--- config.mk ---
export PLATFORM = sky130hd
export DESIGN_NAME = seven_seg_scan_decoder
export DESIGN_NICKNAME = d
export VERILOG_FILES = /design/src/rtl/seven_seg_scan_decoder.sv
export SDC_FILE = /design/constraint.sdc
export NUM_CORES = 1
export LEC_CHECK = 0
export BUFFER_PORTS_ARGS = -buffer_cell sky130_fd_sc_hd__buf_2
export CORE_AREA = 2 2 166 119
export DETAILED_ROUTE_END_ITERATION = 8
export DIE_AREA = 0 0 168 121
export PLACE_DENSITY = 0.47
export SYNTH_ARGS = -nofsm -noshare
export SYNTH_HDL_FRONTEND = slang
export SYNTH_SLANG_ARGS = --single-unit
--- constraint.sdc ---
create_clock -name CLK100MHZ -period 5.3 [get_ports CLK100MHZ]
set_input_delay 1.59 -clock CLK100MHZ [delete_from_list [all_inputs] [get_ports CLK100MHZ]]
set_output_delay 1.59 -clock CLK100MHZ [all_outputs]
set_load 0.01 [all_outputs]
--- src/rtl/seven_seg_scan_decoder.sv ---
// Receive-side decoder for a multiplexed active-low seven-segment display; rebuilds digit values per scan frame.
// Optional macro SEVENSEG_DP_CAPTURE_EN captures the decimal point (bit 7) and includes it in the stability compare.
module seven_seg_scan_decoder #(
    parameter int NUM_DIGITS     = 4,
    parameter int SETTLE_CYCLES  = 16,
    parameter int TIMEOUT_CYCLES = 1000000
) (
    input  logic                    CLK100MHZ,
    input  logic                    RESET_BTN,
    input  logic [7:0]              SevenSegment,
    input  logic [7:0]              SegmentDrivers,
    input  logic                    err_clr,
    output logic [4*NUM_DIGITS-1:0] digits,
    output logic [NUM_DIGITS-1:0]   dp_out,
    output logic                    frame_valid,
    output logic                    seg_err,
    output logic                    multi_err,
    output logic                    stale
);

`ifdef SEVENSEG_DP_CAPTURE_EN
    localparam int SEG_W = 8;
`else
    localparam int SEG_W = 7;
`endif
    localparam int IDX_W = (NUM_DIGITS > 1) ? $clog2(NUM_DIGITS) : 1;
    localparam int CNT_W = $clog2(NUM_DIGITS + 1);
    localparam int TO_W  = $clog2(TIMEOUT_CYCLES + 1);

    typedef enum logic [1:0] {S_WAIT, S_SETTLE, S_CAPTURE, S_HOLD} state_t;

    // Only the anode and segment bits that matter are synchronised; the rest are ignored.
    logic unused_bits;
    assign unused_bits = ^{SevenSegment, SegmentDrivers};

    logic [NUM_DIGITS-1:0] an_meta_reg, an_sync_reg;
    logic [SEG_W-1:0]      seg_meta_reg, seg_sync_reg;

    always_ff @(posedge CLK100MHZ or posedge RESET_BTN) begin
        if (RESET_BTN) begin
            an_meta_reg  <= '1;
            an_sync_reg  <= '1;
            seg_meta_reg <= '1;
            seg_sync_reg <= '1;
        end else begin
            an_meta_reg  <= SegmentDrivers[NUM_DIGITS-1:0];
            an_sync_reg  <= an_meta_reg;
            seg_meta_reg <= SevenSegment[SEG_W-1:0];
            seg_sync_reg <= seg_meta_reg;
        end
    end

    logic [CNT_W-1:0] low_cnt;
    logic [IDX_W-1:0] drive_idx;
    logic             is_drive, is_illegal;

    always_comb begin
        low_cnt   = '0;
        drive_idx = '0;
        for (int i = 0; i < NUM_DIGITS; i++) begin
            if (!an_sync_reg[i]) begin
                low_cnt   = low_cnt + CNT_W'(1);
                drive_idx = IDX_W'(i);
            end
        end
    end

    assign is_drive   = (low_cnt == CNT_W'(1));
    assign is_illegal = (low_cnt > CNT_W'(1));

    state_t                state_reg;
    logic [7:0]            cnt_reg;
    logic [IDX_W-1:0]      idx_reg;
    logic [NUM_DIGITS-1:0] prev_an_reg, hold_an_reg;
    logic [SEG_W-1:0]      prev_seg_reg, hold_seg_reg;
    logic                  same_prev, same_hold, restart, multi_set;

    assign same_prev = (an_sync_reg == prev_an_reg) && (seg_sync_reg == prev_seg_reg);
    assign same_hold = (an_sync_reg == hold_an_reg) && (seg_sync_reg == hold_seg_reg);

    // WAIT, a broken SETTLE and a changed HOLD all re-evaluate the current sample from scratch.
    always_comb begin
        restart = 1'b0;
        case (state_reg)
            S_WAIT:   restart = 1'b1;
            S_SETTLE: restart = !same_prev;
            S_HOLD:   restart = !same_hold;
            default:  restart = 1'b0;
        endcase
    end

    assign multi_set = restart && is_illegal;

    always_ff @(posedge CLK100MHZ or posedge RESET_BTN) begin
        if (RESET_BTN) begin
            state_reg    <= S_WAIT;
            cnt_reg      <= '0;
            idx_reg      <= '0;
            prev_an_reg  <= '1;
            prev_seg_reg <= '1;
            hold_an_reg  <= '1;
            hold_seg_reg <= '1;
        end else begin
            prev_an_reg  <= an_sync_reg;
            prev_seg_reg <= seg_sync_reg;
            if (restart) begin
                if (is_drive) begin
                    state_reg <= S_SETTLE;
                    cnt_reg   <= 8'd1;
                    idx_reg   <= drive_idx;
                end else begin
                    state_reg <= S_WAIT;
                    cnt_reg   <= '0;
                end
            end else begin
                case (state_reg)
                    S_SETTLE: begin
                        if (cnt_reg == 8'(SETTLE_CYCLES - 1))
                            state_reg <= S_CAPTURE;
                        cnt_reg <= cnt_reg + 8'd1;
                    end
                    S_CAPTURE: begin
                        state_reg    <= S_HOLD;
                        cnt_reg      <= '0;
                        hold_an_reg  <= prev_an_reg;
                        hold_seg_reg <= prev_seg_reg;
                    end
                    default: ;
                endcase
            end
        end
    end

    function automatic logic [3:0] decode_seg(input logic [6:0] s);
        case (s)
            7'h40:   decode_seg = 4'h0;
            7'h79:   decode_seg = 4'h1;
            7'h24:   decode_seg = 4'h2;
            7'h30:   decode_seg = 4'h3;
            7'h19:   decode_seg = 4'h4;
            7'h12:   decode_seg = 4'h5;
            7'h02:   decode_seg = 4'h6;
            7'h78:   decode_seg = 4'h7;
            7'h00:   decode_seg = 4'h8;
            7'h10:   decode_seg = 4'h9;
            7'h7F:   decode_seg = 4'hA;
            default: decode_seg = 4'hF;
        endcase
    endfunction

    logic [3:0]            dec_val;
    logic                  capture;
    logic [3:0]            staging_reg  [NUM_DIGITS];
    logic [3:0]            staging_next [NUM_DIGITS];
    logic [3:0]            digits_reg   [NUM_DIGITS];
    logic [NUM_DIGITS-1:0] mask_reg, mask_next;
    logic [TO_W-1:0]       tcnt_reg;
    logic                  frame_valid_reg, seg_err_reg, multi_err_reg, stale_reg;

    // The settled sample is still in prev_* during the CAPTURE cycle.
    assign dec_val = decode_seg(prev_seg_reg[6:0]);
    assign capture = (state_reg == S_CAPTURE);

    always_comb begin
        staging_next          = staging_reg;
        staging_next[idx_reg] = dec_val;
        mask_next             = mask_reg | (NUM_DIGITS'(1) << idx_reg);
    end

    always_ff @(posedge CLK100MHZ or posedge RESET_BTN) begin
        if (RESET_BTN) begin
            staging_reg     <= '{default: '0};
            digits_reg      <= '{default: '0};
            mask_reg        <= '0;
            tcnt_reg        <= '0;
            frame_valid_reg <= 1'b0;
            seg_err_reg     <= 1'b0;
            multi_err_reg   <= 1'b0;
            stale_reg       <= 1'b0;
        end else begin
            frame_valid_reg <= 1'b0;
            if (capture) begin
                staging_reg <= staging_next;
                tcnt_reg    <= '0;
                stale_reg   <= 1'b0;
                if (&mask_next) begin
                    digits_reg      <= staging_next;
                    frame_valid_reg <= 1'b1;
                    mask_reg        <= '0;
                end else begin
                    mask_reg <= mask_next;
                end
            end else if (tcnt_reg != TO_W'(TIMEOUT_CYCLES)) begin
                tcnt_reg  <= tcnt_reg + TO_W'(1);
                stale_reg <= (tcnt_reg + TO_W'(1) == TO_W'(TIMEOUT_CYCLES));
            end

            if (capture && dec_val == 4'hF)
                seg_err_reg <= 1'b1;
            else if (err_clr)
                seg_err_reg <= 1'b0;

            if (multi_set)
                multi_err_reg <= 1'b1;
            else if (err_clr)
                multi_err_reg <= 1'b0;
        end
    end

    generate
        for (genvar gi = 0; gi < NUM_DIGITS; gi++) begin : g_digits
            assign digits[4*gi+3:4*gi] = digits_reg[gi];
        end
    endgenerate

`ifdef SEVENSEG_DP_CAPTURE_EN
    logic [NUM_DIGITS-1:0] dp_stage_reg, dp_stage_next, dp_out_reg;

    always_comb begin
        dp_stage_next          = dp_stage_reg;
        dp_stage_next[idx_reg] = ~prev_seg_reg[7];
    end

    always_ff @(posedge CLK100MHZ or posedge RESET_BTN) begin
        if (RESET_BTN) begin
            dp_stage_reg <= '0;
            dp_out_reg   <= '0;
        end else if (capture) begin
            dp_stage_reg <= dp_stage_next;
            if (&mask_next)
                dp_out_reg <= dp_stage_next;
        end
    end

    assign dp_out = dp_out_reg;
`else
    assign dp_out = '0;
`endif

    assign frame_valid = frame_valid_reg;
    assign seg_err     = seg_err_reg;
    assign multi_err   = multi_err_reg;
    assign stale       = stale_reg;

endmodule

==> impl_metrics.yaml <==
floorplanning:
  dieArea_um2: 20300
  die_height_um: 121
  num_io_pins: 43
  row_count: 42
  core-area_um2: 18700
  dieWidth_um: 168
  start_util_pct: 29.6
timing:
  slew_viol_final: 0
  rsz0062_at_grt: "false"
  slew_headroom_pct: 24.2
  timing.setup.tns_ns: 0
  fmax_mhz: 350
  setup_slack_ns: 2.44
  worst_slew_pin_slew_ns: 1.13
  setup_violations: 0
  hold_viol_final: 0
  min_period_over_period_pct: 53.9
  fin_skew_ns: 0.0103
  fin_crit_ns: 2.86
worst_setup_path:
  critPathKind: "reg2reg"
  crit_buf_inv: 0
  end_kind: "flop"
  cp_max_fo: 33
  path_cells: "nor2_1, a32o_1, nand3b_1, a211oi_1, a21o_1"
  critPathLaunchType: "flop"
  slowest_delay_ns: 0.75
  critPathTopFamily: "simple AND/OR/NAND/NOR gates"
  cp.arrival_ns: 3.21
  critPathSlowestCell: "nand3b_1"
  required_ns: 5.65
clock_tree:
  cts_sinks: 116
  clk_latency_ns: 0.41
  clk_path_buf_depth: 2
  cts_max_level: 4
  numCtsBuffers: 17
  postCtsSetupRepairBufs: 0
  post_cts_resized: 0
  root_buffer: "clkbuf_16"
  tritoncts: "done"
  cts_hold_buffers: 0
  clk_pin_slew_worst_paths_ns: 0.06
synthesis:
  ys_ff_latch: 116
  yosys.area.top_type: "dfrtp_1"
  ys_warn_count: 0
  ys_seq_area_share_pct: 53.6
  synth.cells.most_frequent: "dfrtp_1, nand2_1, nor2_1"
  syn_avg_cell_area_um2: 10.2
  ys_async_sr_fraction_pct: 100
  yosys_most_used_dff: "dfrtp_1"
  yosysTopAreaCellShare_pct: 32.7
  postSynthCellCount: 543
  ys_types: 62
  synth_most_common_cell: "dfrtp_1"
  synth_area_leaders: "dfrtp_1, dfstp_2, nand2_1, xor2_1, nor2_1"
  synth_area_um2: 5510
  synth_edf_count: 0
job:
  drv_cap: 0
grt:
  grt_pass1_wl_mm: 20.2
  grt_overflow: 0
  grt_usage_pct: 12.7
  grt_pass1_vias: 3805
  grt_max_degree: 63
  antenna_found_initial: 0
placement:
  gp_congestion: 0.814
  portBuffers: 33
  place_hpwl_mm: 8.21
  pre_cts_ws_ns: 2.42
route:
  antenna_violating_nets_post_route: 0
  drtIter0Drc: 219
  num_vias: 3941
  drc_errors: 0
  drt-vias-per-instance: 4.80
  dr.pass1.iters: 6
  wl_mm: 12.0
  post_drt_wl_per_cell_um: 14.7
power_and_ir_drop:
  leakage_nw: 2.81
  p_per_area_nw_per_um2: 392
  peakVddDrop_v: 0.000182
finish:
  area_growth_pct: 17.2
  antenna_cells: 0
  drive_gt1_share_pct: 22.8
  nNetsFinal: 592
  largest_reg_flops: 20
run_status:
  run_status: "complete, no violations"
worst_hold_path:
  hold_class: "reg2reg"
[cell families after synthesis]
kind of cell / Yosys count / synth area share, %
AO/OA/AOI/OAI: 95 / 12.1
XOR/XNOR: 51 / 8.10
adder cells (fa/ha/maj): 7 / 1.59
buffers and inverters: 47 / 4.04
flip-flops: 116 / 53.6
multiplexers: 7 / 1.34
other: 1 / 0.0680
AND/OR/NAND/NOR: 219 / 19.1
[path summary, 6_finish.rpt]
path / startpoint / end / slack (ns) / cells after the start
hold reg to reg: seg_meta_reg[2] / seg_sync_reg[2] / 0.35 / 0
setup reg to reg: idx_reg[0] / digits[5] / 2.44 / 5
setup / recovery: idx_reg[0] / digits[5] / 2.44 / 5
min in group asynchronous: RESET_BTN / tcnt_reg[2] / 1.33 / 2
hold / removal: seg_meta_reg[2] / seg_sync_reg[2] / 0.35 / 0
max in group asynchronous: RESET_BTN / mask_reg[1] / 3.07 / 3
[cell usage in the layout, fill, tap and decap left out, types with 4 or more instances in the layout]
cell type	count
dfrtp_1	72
nand2_1	70
nor2_1	61
dfstp_2	44
buf_2	33
o21ai_0	31
xor2_1	27
xnor2_1	24
nand3_1	18
clkbuf_16	17
nand4_1	15
a21oi_1	15
inv_1	11
a211oi_1	11
a21o_1	10
nor3_1	9
nor4_1	8
nand2b_1	7
ha_1	7
inv_6	6
or2_2	4
mux2i_1	4
conb_1	4
[worst reg2reg max path, stage by stage, from the launching register on]
cell	delay (ns)
dfrtp_1	0.53
nor2_1	0.46
a32o_1	0.26
nand3b_1	0.75
a211oi_1	0.67
a21o_1	0.13
[through the flow]
| step | cell area [um2] | total power (W) | cells | hold WS, ns | utilization, % |
|---|---|---|---|---|---|
| 2_1_floorplan | 5530 | 0.00128 | 546 | 0.345 | - |
| 6_report | 6460 | 0.00253 | 821 | 0.355 | 34.6 |
| 5_1_grt | 6460 | 0.00266 | 821 | 0.358 | 34.6 |
| 3_3_place_gp | 5840 | 0.00133 | 789 | 0.346 | 31.3 |
| 4_1_cts | 6460 | 0.00257 | 821 | 0.356 | 34.6 |
| 3_5_place_dp | 5840 | 0.00134 | 789 | 0.347 | 31.3 |
[routing by layer]
| layer | routed length, um | GRT usage, % | part of all wire [%] |
|---|---|---|---|
| met1 | 6410 | 19.0 | 53 |
| met2 | 4980 | 17.5 | 41 |
| met3 | 485 | 2.54 | 4.0 |
| met4 | 172 | 5.60 | 1.4 |
| met5 | 0 | 0 | 0 |
[power breakdown]
| part | switching [W] | internal [W] | leakage, nW | total (W) |
|---|---|---|---|---|
| Clock | 0.000451 | 0.000753 | 0.298 | 0.00120 |
| Sequential | 0.000106 | 0.000950 | 1.44 | 0.00106 |
| Combinational | 0.000157 | 0.000114 | 1.07 | 0.000271 |
[cell type report]
cell class                 instances  area (um2)
inverter                          12        47.5
fill                            1864       12200
tap                              242         303
clock buffer                      17         425
timing repair buffer              36         188
multi-input combinational        383        2350
sequential                       116        2960
clock inverter                    15         195
(Power assumes the default switching activity.)
